<file path="src/rtl/conway_pkg.sv">
// Shared Game-of-Life constants and scan FSM state type.
package conway_pkg;
  localparam int BOARD_WIDTH  = 8;
  localparam int BOARD_HEIGHT = 8;

  typedef enum logic {
    IDLE = 1'b0,
    SEND = 1'b1
  } scan_state_t;
endpackage

</file>
<file path="src/rtl/board_stream_out_scan_counter.sv">
// Row-major row/column scan counter with clear and advance.
// Wraps at WIDTH-1 / HEIGHT-1, safe for non-power-of-two sizes.
import conway_pkg::*;

module scan_counter #(
  parameter int WIDTH  = BOARD_WIDTH,
  parameter int HEIGHT = BOARD_HEIGHT
) (
  input  logic                      clk,
  input  logic                      rst,
  input  logic                      clear,
  input  logic                      advance,
  output logic [$clog2(HEIGHT)-1:0] row,
  output logic [$clog2(WIDTH)-1:0]  col,
  output logic                      last
);
  localparam int RW = $clog2(HEIGHT);
  localparam int CW = $clog2(WIDTH);

  logic [RW-1:0] row_q, row_d;
  logic [CW-1:0] col_q, col_d;
  logic          col_end;
  logic          row_end;

  assign col_end = (col_q == CW'(WIDTH - 1));
  assign row_end = (row_q == RW'(HEIGHT - 1));

  // Counter registers
  always_ff @(posedge clk or posedge rst) begin
    if (rst) begin
      row_q <= '0;
      col_q <= '0;
    end else begin
      row_q <= row_d;
      col_q <= col_d;
    end
  end

  // Next count: clear wins, otherwise step column then row
  always_comb begin
    row_d = row_q;
    col_d = col_q;
    if (clear) begin
      row_d = '0;
      col_d = '0;
    end else if (advance) begin
      if (col_end) begin
        col_d = '0;
        row_d = row_end ? '0 : row_q + 1'b1;
      end else begin
        col_d = col_q + 1'b1;
      end
    end
  end

  assign row  = row_q;
  assign col  = col_q;
  assign last = col_end & row_end;
endmodule

</file>
<file path="src/rtl/board_stream_out.sv">
// Snapshots the board on START and streams it one cell per beat.
// POPULATION_COUNT_EN adds a live-cell count of the last scan.
import conway_pkg::*;

module board_stream_out #(
  parameter int WIDTH  = BOARD_WIDTH,
  parameter int HEIGHT = BOARD_HEIGHT
) (
  input  logic                      CLK,
  input  logic                      RST,
  input  logic [WIDTH*HEIGHT-1:0]   BOARD,
  input  logic                      START,
  output logic                      BUSY,
  output logic                      CELL_VALID,
  input  logic                      CELL_READY,
  output logic                      CELL_DATA,
  output logic [$clog2(HEIGHT)-1:0] CELL_ROW,
  output logic [$clog2(WIDTH)-1:0]  CELL_COL,
  output logic                      CELL_LAST,
`ifdef POPULATION_COUNT_EN
  output logic [$clog2(WIDTH*HEIGHT+1)-1:0] POPULATION,
`endif
  output logic                      DONE
);
  localparam int N  = WIDTH * HEIGHT;
  localparam int IW = $clog2(N);

  scan_state_t state_q, state_d;
  logic [N-1:0] snap_q, snap_d;
  logic         done_q, done_d;
  logic         clear;
  logic         hs;
  logic         last;
  logic [$clog2(HEIGHT)-1:0] row;
  logic [$clog2(WIDTH)-1:0]  col;
  logic [IW-1:0] idx;

  assign hs  = CELL_VALID & CELL_READY;
  assign idx = IW'(row) * IW'(WIDTH) + IW'(col);

  scan_counter #(
    .WIDTH  (WIDTH),
    .HEIGHT (HEIGHT)
  ) u_cnt (
    .clk     (CLK),
    .rst     (RST),
    .clear   (clear),
    .advance (hs),
    .row     (row),
    .col     (col),
    .last    (last)
  );

  // State, snapshot and done-pulse registers
  always_ff @(posedge CLK or posedge RST) begin
    if (RST) begin
      state_q <= IDLE;
      snap_q  <= '0;
      done_q  <= 1'b0;
    end else begin
      state_q <= state_d;
      snap_q  <= snap_d;
      done_q  <= done_d;
    end
  end

  // Next state: capture on START in IDLE, leave SEND on last handshake
  always_comb begin
    state_d = state_q;
    snap_d  = snap_q;
    done_d  = 1'b0;
    clear   = 1'b0;
    unique case (state_q)
      IDLE: begin
        if (START) begin
          state_d = SEND;
          snap_d  = BOARD;
          clear   = 1'b1;
        end
      end
      SEND: begin
        if (hs && last) begin
          state_d = IDLE;
          done_d  = 1'b1;
        end
      end
      default: state_d = IDLE;
    endcase
  end

  // Stream outputs are forced to zero outside SEND
  always_comb begin
    BUSY       = 1'b0;
    CELL_VALID = 1'b0;
    CELL_DATA  = 1'b0;
    CELL_ROW   = '0;
    CELL_COL   = '0;
    CELL_LAST  = 1'b0;
    if (state_q == SEND) begin
      BUSY       = 1'b1;
      CELL_VALID = 1'b1;
      CELL_DATA  = snap_q[idx];
      CELL_ROW   = row;
      CELL_COL   = col;
      CELL_LAST  = last;
    end
  end

  assign DONE = done_q;

`ifdef POPULATION_COUNT_EN
  localparam int PW = $clog2(N + 1);

  logic [PW-1:0] acc_q, acc_d;
  logic [PW-1:0] pop_q, pop_d;

  // Live-cell accumulator and published count
  always_ff @(posedge CLK or posedge RST) begin
    if (RST) begin
      acc_q <= '0;
      pop_q <= '0;
    end else begin
      acc_q <= acc_d;
      pop_q <= pop_d;
    end
  end

  // Clear on capture, add per beat, publish on the final beat
  always_comb begin
    acc_d = acc_q;
    pop_d = pop_q;
    if (clear) begin
      acc_d = '0;
    end else if (hs) begin
      acc_d = acc_q + PW'(CELL_DATA);
      if (last) begin
        pop_d = acc_q + PW'(CELL_DATA);
      end
    end
  end

  assign POPULATION = pop_q;
`endif
endmodule

</file>
<file path="config.mk">
export PLATFORM = sky130hd
export DESIGN_NAME = board_stream_out
export DESIGN_NICKNAME = d
export VERILOG_FILES = /design/src/rtl/conway_pkg.sv /design/src/rtl/board_stream_out_scan_counter.sv /design/src/rtl/board_stream_out.sv
export SDC_FILE = /design/constraint.sdc
export NUM_CORES = 1
export LEC_CHECK = 0
export BUFFER_PORTS_ARGS = -buffer_cell sky130_fd_sc_hd__buf_2
export CAP_MARGIN = 10
export CORE_UTILIZATION = 50
export CTS_BUF_LIST = sky130_fd_sc_hd__clkbuf_2
export DETAILED_ROUTE_END_ITERATION = 12
export PLACE_DENSITY = 0.79
export SYNTH_ARGS = -nofsm -noshare
export SYNTH_HDL_FRONTEND = slang
export SYNTH_SLANG_ARGS = --single-unit
</file>
<file path="constraint.sdc">
create_clock -name CLK -period 3.9 [get_ports CLK]
set_input_delay 0.78 -clock CLK [delete_from_list [all_inputs] [get_ports CLK]]
set_output_delay 0.78 -clock CLK [all_outputs]
set_load 0.01 [all_outputs]
</file>
==> results.md, run 1 <==
- Most used DFF post-synth: dfrtp_1
- Die ar.: 0.00707 sq mm
- # diodes: 0
- Worst slew margin: 0.596
- Pint: 1.28 mW
- Register Area: 0.00180 sq mm
- Total iterations of the first detailed-routing run: 8
- Ports: 79
- Post-CTS Setup Inserts: 0
- Antenna violations before repair: 0
- Post-Syn Area: 0.00337 sq mm
- Core area: 0.00642 sq mm
- Initial Utilization: 0.524
- Footprint of the multi-input gates: 0.00147 sq mm
- Syn avg cell area: 14.9 sq um
- CP peak stage delay: 0.62 ns
- Critical Path Sink Type: primary output
- CTS tree: built
- H-tree depth: 3
- Failing checks: DRC
- Final Hold Vio Count: 0
- Required @ worst endpoint: around 3.1 ns
- Final WL: approximately 6600 um
- Root Buffer: clkbuf_2
- Drt initial violations: around 120
- Chip height: 84.1 um
- Syn Nets: 298
- Synth top area share: 0.535
- Distinct cells, synth: 31
- Max Fanout on Critical Path: 11
- Async SR Flop Fraction: 1.00
- VDD IR-drop max: 0.235 mV
- Sequential-to-total area share from yosys stat: 0.535
- Chip width: 84.1 um
- Layout cells sized above 1: 0.568
- Fmax: 0.302 GHz
- Yosys reg bits: 72
- Status: finished, violations left
- Worst Skew: 0.0190 ns
- Vias per cell: 5.55
- Leading area contributor after synthesis: dfrtp_1
- Crit-path cells: buf_4 > mux4_1 > mux2i_1 > o211ai_1 > nand4b_1 > o31ai_1 > buf_2
- Post-Route Setup TNS: 0 ns
- Final nets: ~380
- Clock Pin Slew Worst Setup and Hold Paths: 0.19 ns
- Area Growth Syn to Fin: 16.6%
- Number of synthesized flops with an enable pin: 0
- Post-DP HPWL: around 4800 um
- CTS Buf Count: 9
- Synth top cells by count: dfrtp_1, mux2_2, mux4_2
- Switch share: 0.315
- Layout fillers: a little over 500
- Sequential power share: 0.514
- # port buffers: 78
- Yosys warnings: 0
- Max-cap violations: 0
- WS Path Type: reg2out
- CTS sink count: slightly above 70
- Routed via count: roughly 2100
- Unrepaired setup endpoints after global routing: no
- Data arrival, critical path: 2.53 ns
- Leak: between 1.5 and 2 nW
- Fin crit share: 0.849
- Hold-fix buffers, CTS: 0
- Number of setup violations in the final report: 0
- Gate power share: 0.303
- Routed wire per std cell: 16.9 um
- Clk_lat worst skew: 0.47 ns
- Top cells by area, synth: dfrtp_1, mux2_2, mux4_2
- Top-count cell post-synth: dfrtp_1
- Final ANT Viol Nets: 0
- Post_cts resized: 0
- All-layer global routing usage: 0.206
- Startpoint class of the critical path: flop
- Fin crit period: 3.31 ns
- Site Rows: 29
- Remaining DRCs: 14
- Min-Delay Path Class: in2async
- Power per cell area: 474 mW/mm^2
- Vias in the first global route: around 2300
- Clk pwr share: 0.183
- Net Switching: 587 uW
- Largest net degree at the start of global routing: 70
- Hold Slack: 0.348 ns
- Actual slew at the worst max-slew pin: 0.605 ns
- Slowest-stage cell, CP: dfrtp_1
- Max Slew Vio Count: 0
- Longest Clk Path Bufs: 2
- Post-Syn Instances: about 230
- First-pass GRT wire length: approximately 11000 um
- Core Util, Final: 0.611
- GRT overflow: 0
- RD Place Congestion: 0.828
[critical path, delay by kind of cell, from the launching register on]
kind            cells  cell delay, ns
compound gates      2            0.19
buf+inv             2            0.44
mux                 2            0.71
simple gates        1            0.11
flops               1            0.62
[state kept, by name, summed over array words and instances (netlist names)]
register	count
u_cnt.col	3
snap_q	64
u_cnt.row	3
state_q	1
DONE	1
[per-stage QoR]
step / power, mW / area [sq um] / cells / setup WS, ns
floorplan: 1.38 / 3370 / 226 / 1.30
global placement: 1.51 / 3820 / 370 / 1.16
detailed placement: 1.54 / 3820 / 370 / 1.10
CTS: 1.88 / 3910 / 386 / 0.560
global route: 1.98 / 3930 / 387 / 0.422
finish: 1.86 / 3930 / 387 / 0.589
[kinds of logic after synthesis]
kind of cell | after synthesis | share of synthesized area
flip-flops | 72 | 0.535
buffers and inverters | 20 | 0.0323
AND/OR/NAND/NOR | 32 | 0.0490
multiplexers | 85 | 0.341
adder cells (fa/ha/maj) | 4 | 0.0149
AO/OA/AOI/OAI | 13 | 0.0275
[path summary, 6_finish.rpt]
| path | from | endpoint | slack, ns | cells after the start |
|---|---|---|---|---|
| worst max register to register | u_cnt.col[0] | u_cnt.row[1] | 2.23 | 6 |
| max in group asynchronous | RST | snap_q[61] | 2.75 | 4 |
| worst max-delay path | u_cnt.col[0] | CELL_DATA | 0.59 | 7 |
| min in group CLK | BOARD[60] | snap_q[60] | 0.52 | 2 |
| worst min register to register | snap_q[62] | snap_q[62] | 0.53 | 1 |
| worst min-delay path | RST | snap_q[26] | 0.35 | 2 |
[layout make-up]
class | instances | area share
timing repair buffer | 85 | 0.119
sequential | 72 | 0.459
multi-input combinational | 134 | 0.373
clock inverter | 3 | 0.00478
clock buffer | 13 | 0.0166
tap | 77 | 0.0245
inverter | 3 | 0.00287
[power groups by stage]
stage / clock (mW) / sequential, mW / combinational [mW]
floorplan: 0 / 0.899 / 0.480
global placement: 0 / 0.968 / 0.547
detailed placement: 0 / 0.972 / 0.568
CTS: 0.350 / 0.957 / 0.569
global route: 0.384 / 0.975 / 0.618
finish: 0.342 / 0.957 / 0.564
[routing by layer]
layer	GRT usage	wire length [um]
met5	0	0
met4	0.0611	76
met3	0.0376	318
met2	0.336	3160
met1	0.286	3010
[placed cells by master (no fill, tap or decap)]
cell,netlist,layout
buf_2,5,78
dfrtp_1,72,72
mux2_2,61,61
clkbuf_2,1,13
mux4_2,11,11
nand2_1,7,7
nor2_1,7,7
and2_1,6,6
a21oi_1,5,5
mux2i_1,5,5
mux4_1,5,5
buf_4,2,5
ha_1,4,4
mux2_1,3,3
nor3_1,2,2
a22o_1,2,2
and3_1,2,2
inv_1,3,2
nand3_1,2,2
a31oi_1,2,2
o211ai_1,2,2
clkinv_2,0,2
buf_12,0,2
nor2b_4,0,1
and2_0,1,1
nor3b_1,1,1
nor2b_1,2,1
a2111oi_2,1,1
nand3b_1,1,1
nand4b_1,1,1
o31ai_1,1,1
inv_2,0,1
clkinv_4,0,1
Note: power is estimated with default switching activity, not from simulation.
==> run 2: changes to the inputs <==
ABC_AREA = 1   (was default)
PLACE_DENSITY = 0.82   (was 0.79)
clock period = 2.85 ns   (was 3.9 ns; I/O delays follow)
==> results.md, run 2 <==
- Max reg flops: 64 (unchanged)
- Chip height: 85.7 um (+2.0%)
- Required @ worst endpoint: 2.28 ns (-0.84 ns)
- Yosys reg bits: 72 (unchanged)
- Power per cell area: 1040 mW/mm^2 (+120%)
- Vias per cell: 5.26 (-5.1%)
- Async SR Flop Fraction: 1.00 (unchanged)
- Ports: 79 (unchanged)
- Number of synthesized flops with an enable pin: 0 (unchanged)
- Post-DP HPWL: 5230 um (+9.6%)
- Worst Skew: 0.0174 ns (-0.00165 ns)
- Distinct cells, synth: 20 (-35%)
- Leading cell type in the layout, fill and taps excluded: nand2_1
- Non-filler cells, final: 516 (+33%)
- Final nets: 488 (+29%)
- Fin crit share: 0.944
- Vias in the first global route: 2588 (+15%)
- R2R setup slack: 1.08 ns (-1.15 ns)
- Startpoint class of the critical path: flop
- Largest family of logic cells by synthesized area: multiplexers
- Chip width: 85.7 um (+2.0%)
- CTS tree: built
- Synth top area share: 0.514 (-0.0208)
- Routed wire per std cell: 14.5 um (-14%)
- Fin crit period: 2.69 ns
- Yosys warnings: 0 (unchanged)
- Most used DFF post-synth: dfrtp_1
- RD Place Congestion: 0.827 (about the same)
- Data arrival, critical path: 2.12 ns (-0.41 ns)
- Site Rows: 30 (+3.4%)
- All-layer global routing usage: 0.221 (+0.0143)
- Final ANT Viol Nets: 0 (unchanged)
- Longest Clk Path Bufs: 2 (unchanged)
- Remaining DRCs: 0 (-14)
- Post-Syn Instances: 336 (+49%)
- WS Path Type: reg2out
- Core area: 0.00679 sq mm (+5.8%)
- Synth Area in Simple Gates: 0.188 (+0.139)
- First-pass GRT wire length: 12300 um (+10%)
- Fmax: roughly 0.37 GHz
- VDD IR-drop max: 0.490 mV (+110%)
- Largest net degree at the start of global routing: 72 (+2.9%)
- Hold-fix buffers, CTS: 0 (unchanged)
- Most frequent cells in the layout: nand2_1, buf_2, dfrtp_1
- Sequential-to-total area share from yosys stat: 0.514 (-0.0208)
- Top-count cell post-synth: nand2_1
- Layout cells sized above 1: 0.414 (-0.153)
- Clock Pin Slew Worst Setup and Hold Paths: 0.19 ns (about the same)
- Post-Synth Adder-Cell Area: 0.0143 (-0.000578)
- Share of the synthesized area in compound gates (AO/OA/AOI/OAI): 0.0139 (-0.0136)
- Min-Delay Path Class: in2async
- CTS sink count: 72 (unchanged)
- Post-synthesis mux area share: 0.206 (-0.136)
- Die ar.: 0.00735 sq mm (+4.0%)
- Post-Route Setup TNS: 0 ns (unchanged)
- Path depth of the worst reg2reg path: 7 (+1)
- Worst R2R Start: u_cnt.col[1]
- Max Slew Vio Count: 0 (unchanged)
- Post-Syn Area: 0.00350 sq mm (+4.0%)
- Syn Nets: 408 (+37%)
- Number of setup violations in the final report: 0 (unchanged)
- Drt initial violations: 182 (+57%)
- FF-to-FF End: u_cnt.row[1]
- Final WL: 7500 um (+14%)
- Syn avg cell area: 10.4 sq um (-30%)
- Leading area contributor after synthesis: dfrtp_1
- Max-cap violations: 0 (unchanged)
- H-tree depth: 3 (unchanged)
- Critical Path Sink Type: primary output
- Area Growth Syn to Fin: 16.6% (about the same)
- Leak: 2.05 nW (+9.6%)
- CTS Buf Count: 9 (unchanged)
- Synth top cells by count: nand2_1, dfrtp_1, mux2_2
- Routed via count: 2714 (+26%)
- Actual slew at the worst max-slew pin: 0.594 ns (-0.0112 ns)
- Max Fanout on Critical Path: 18 (+7)
- Status: finished, final reports clean
- Top cells by area, synth: dfrtp_1, mux2_2, nand2_1
- Clk_lat worst skew: 0.52 ns (+0.05 ns)
- Worst slew margin: 0.603 (+0.00745)
- Initial Utilization: 0.516 (-0.00861)
- Root Buffer: clkbuf_2
- Synth Area in XOR/XNOR: 0 (unchanged)
- Final Hold Vio Count: 0 (unchanged)
- Placed Cells: 495 (+34%)
- Unrepaired setup endpoints after global routing: no
- Antenna violations before repair: 0 (unchanged)
- Top reg by flops: snap_q
- # port buffers: 78 (unchanged)
- GRT overflow: 0 (unchanged)
- Total iterations of the first detailed-routing run: 6 (-2)
- # diodes: 0 (unchanged)
-- run 2: changes by cell type after synthesis, sizes merged, moves of 5 or more --
cell    previous run  this run
and2               7         0
mux4              16         0
nand2              7        89
o21ai              0         8
inv                3        15
mux2i              5         0
buf                9        20
nand3              2        57
clkbuf             8         0
nor2               7         0
-- run 2: cell families after synthesis --
kind of cell	after synthesis
mux	64
fa+ha+maj	4
simple gates	151
compound gates	9
flops	72
buf+inv	36
-- run 2: per-layer routing --
layer  GRT usage  part of all wire  vias up
met4       0.114             0.032        0
met2       0.356              0.48      104
met1       0.276              0.43     1295
met3      0.0568             0.056       28
met5           0                 0        -
li1            -                 -     1287
-- run 2: critical path: stages (launching register included) --
cell and delay, ns:
dfrtp_1 0.42, buf_6 0.21, inv_4 0.13, nand3_1 0.12, nand3_1 0.08, nand2_1 0.10, nand2_1 0.05, nand3_1 0.09
nand3_1 0.09, a21oi_2 0.15, buf_2 0.15
-- run 2: power by group --
part	internal, mW	switching, mW
Clock	0.201	0.337
Sequential	1.52	0.349
Combinational	0.903	0.946
Total	2.62	1.63
-- run 2: metrics by stage --
step                instance area, sq um  setup slack, ns   util  hold slack (ns)  power (mW)
global placement                    3920            0.545  0.577            0.482        3.54
finish                              4090            0.159  0.601           0.0671        4.25
floorplan                           3500            0.455      -            0.464        3.25
CTS                                 4020           0.0470  0.592           0.0790        4.16
global route                        4090          0.00470  0.601           0.0894        4.60
detailed placement                  3920            0.490  0.577            0.490        3.63
-- run 2: what timing repair did --
| action | in CTS | in global routing |
|---|---|---|
| setup buffers | 0 | 5 |
| resized for setup | 2 | 7 |
| setup endpoints to repair | 2 | 2 |
| gates cloned | 0 | 1 |
-- run 2: worst max path at each step --
stage                       startpoint        end  slack, ns  depth (start not counted)
after CTS                 u_cnt.col[0]  CELL_DATA       0.05                         10
after detailed placement  u_cnt.col[0]  CELL_DATA       0.49                         10
after global placement    u_cnt.col[0]  CELL_DATA       0.54                         10
after floorplan                    RST       DONE       0.46                          1
after global routing      u_cnt.col[1]  CELL_DATA      0.005                         10
final                     u_cnt.col[1]  CELL_DATA       0.16                         10
-- run 2: cell type report --
| type | count | area, sq um |
|---|---|---|
| timing repair buffer | 88 | 498 |
| clock inverter | 4 | 46.3 |
| tap | 96 | 120 |
| clock buffer | 11 | 55.1 |
| timing repair inverter | 1 | 8.76 |
| multi-input combinational | 228 | 1480 |
| fill | 594 | 2710 |
| sequential | 72 | 1800 |
| inverter | 16 | 76.3 |
==> run 3: changes to the inputs <==
--- a/config.mk
+++ b/config.mk
@@ -9,8 +9,8 @@
 export BUFFER_PORTS_ARGS = -buffer_cell sky130_fd_sc_hd__buf_2
 export CAP_MARGIN = 10
-export CORE_UTILIZATION = 50
+export CORE_UTILIZATION = 51
 export CTS_BUF_LIST = sky130_fd_sc_hd__clkbuf_2
 export DETAILED_ROUTE_END_ITERATION = 12
-export PLACE_DENSITY = 0.82
+export PLACE_DENSITY = 0.83
 export SYNTH_ARGS = -nofsm -noshare
 export SYNTH_HDL_FRONTEND = slang
==> constraint.sdc (replaced) <==
create_clock -name CLK -period 2.85 [get_ports CLK]
set_input_delay 0.4275 -clock CLK [delete_from_list [all_inputs] [get_ports CLK]]
set_output_delay 0.4275 -clock CLK [all_outputs]
set_load 0.01 [all_outputs]
==> results.md, run 3 (synthesized netlist as in run 2, its figures left out) <==
- Status: finished, violations left
- Failing checks: DRC
- CP peak stage delay: 0.62 ns (+0.20 ns)
- Leading cell type in the layout, fill and taps excluded: nand2_1
- Final Hold Vio Count: 0 (unchanged)
- Drt initial violations: 202 (+11%)
- Area Growth Syn to Fin: 15.0%
- Most frequent cells in the layout: nand2_1, buf_2, dfrtp_1
- Worst R2R Start: u_cnt.col[1]
- Hold-fix buffers, CTS: 0 (unchanged)
- Path depth of the worst reg2reg path: 7 (unchanged)
- WS Path Type: reg2out
- Placed Cells: 477 (-3.6%)
- Fmax: 0.383 GHz (+2.9%)
- Crit-path cells: buf_12 > nand2_1 > nand3_1 > nand3_1 > nand2_1 > nand2_1 > nand3_1 > nand3_1 > a21oi_2 > buf_2
- GR Layer Usage met2: 0.341 (-0.0149)
- Max-cap violations: 0 (unchanged)
- Clock Pin Slew Worst Setup and Hold Paths: 0.21 ns (+0.02 ns)
- Global Route met3 Usage: 0.0525 (-0.00426)
- CP Launch Point: u_cnt.col[0]
- Power per cell area: 1040 mW/mm^2 (-0.57%)
- Critical Path Sink Type: primary output
- CTS Buf Count: 9 (unchanged)
- Layout cells sized above 1: 0.406 (-0.00804)
- Final WL: 7280 um (-2.8%)
- First-pass GRT wire length: 12100 um (-2.0%)
- Max Slew Vio Count: 0 (unchanged)
- Post_cts resized: 0 (-2)
- CTS tree: built
- Non-filler cells, final: 493 (-4.5%)
- Post-DP HPWL: 5180 um (-0.96%)
- Worst slew margin: 0.444 (-0.159)
- Vias per cell: 5.37 (+2.2%)
- Longest Clk Path Bufs: 2 (unchanged)
- GRT overflow: 0 (unchanged)
- CTS sink count: 72 (unchanged)
- Number of setup violations in the final report: 0 (unchanged)
- R2R setup slack: 0.82 ns (-0.26 ns)
- Actual slew at the worst max-slew pin: 0.832 ns (+0.238 ns)
- Ports: 79 (unchanged)
- Remaining DRCs: 7 (+7)
- GRT met1 Usage: 0.291 (+0.0155)
- Data arrival, critical path: 2.19 ns (+0.07 ns)
- Fin crit period: 2.61 ns (-0.0770 ns)
- CP top delay family: flip-flops
- FF-to-FF End: u_cnt.row[1]
- Final nets: 483 (-1.0%)
- Worst Skew: 0.0191 ns (+0.00176 ns)
- Max reg flops: 64 (unchanged)
- Layout fillers: 535 (-9.9%)
- Top reg by flops: snap_q
- All-layer global routing usage: 0.220 (-0.000356)
- Post-CTS Setup Inserts: 0 (unchanged)
- Final ANT Viol Nets: 0 (unchanged)
- # port buffers: 78 (unchanged)
- Min-Delay Path Class: in2async
- Routed wire per std cell: 14.8 um (+1.7%)
- Antenna violations before repair: 0 (unchanged)
- Startpoint class of the critical path: flop
- Routed via count: 2649 (-2.4%)
- Largest net degree at the start of global routing: 40 (-44%)
- Required @ worst endpoint: 2.42 ns (+0.14 ns)
- Max Fanout on Critical Path: 22 (+4)
- RD Place Congestion: 0.896 (+8.4%)
- VDD IR-drop max: 0.410 mV (-16%)
- Unrepaired setup endpoints after global routing: no
- Chip width: 84.9 um (-0.96%)
- Site Rows: 29 (-3.3%)
- Root Buffer: clkbuf_2
- Total iterations of the first detailed-routing run: 9 (+3)
- Most used cell, CP: nand3_1
- Core area: 0.00649 sq mm (-4.4%)
- Fin crit share: 0.917 (-0.0270)
- Vias in the first global route: 2547 (-1.6%)
- Leak: 2.02 nW (-1.4%)
- # diodes: 0 (unchanged)
- GRT busiest layer: met2
- Die ar.: 0.00721 sq mm (-1.9%)
- Buffers and inverters on the worst path: 2 (-1)
- H-tree depth: 3 (unchanged)
- Clk_lat worst skew: 0.53 ns (about the same)
- Post-Route Setup TNS: 0 ns (unchanged)
- Chip height: 84.9 um (-0.96%)
- Slowest-stage cell, CP: dfrtp_2
- Hold Slack: 0.0212 ns (-0.0460 ns)
- Initial Utilization: 0.540 (+0.0237)
==> run 3: cell count changes in the layout (fill, tap and decap cells not counted), sizes merged <==
cell,previous run,this run
buf,88,84
clkbuf,11,9
clkinvlp,1,3
==> run 3: worst max path at each step <==
stage | to | cells after the start
floorplan | DONE | 1
global placement | CELL_DATA | 8
detailed placement | CELL_DATA | 10
CTS | CELL_DATA | 10
global route | CELL_DATA | 9
finish | CELL_DATA | 10
==> run 3: final cells by class <==
type,instances,area (sq um),share of cell area
Sequential cell,72,1800,0.448
Multi-Input combinational cell,228,1480,0.367
Inverter,16,71.3,0.0177
Clock inverter,7,62.6,0.0155
Tap cell,77,96.3,0.0239
Timing Repair Buffer,84,473,0.117
Clock buffer,9,45.0,0.0112
==> run 3: per-stage QoR <==
stage	utilization	setup slack, ns	area, sq um	power [mW]
final	0.620	0.236	4030	4.17
after global routing	0.620	0.0467	4030	4.49
after CTS	0.620	0.0287	4020	4.18
after detailed placement	0.603	0.640	3920	3.63
after global placement	0.603	0.685	3920	3.56
after floorplan	-	0.598	3500	3.25
==> run 3: report_power, final <==
part           internal (mW)  total [mW]  switching [mW]  leakage [nW]
combinational          0.855        1.71           0.857          1.09
sequential              1.52        1.90           0.388         0.863
clock                  0.193       0.555           0.362        0.0628
total                   2.56        4.17            1.61          2.02
==> run 3: routing by layer <==
metal,part of all wire,routed length [um]
met1,0.44,3220
met2,0.47,3440
met3,0.063,457
met4,0.023,170
met5,0,0
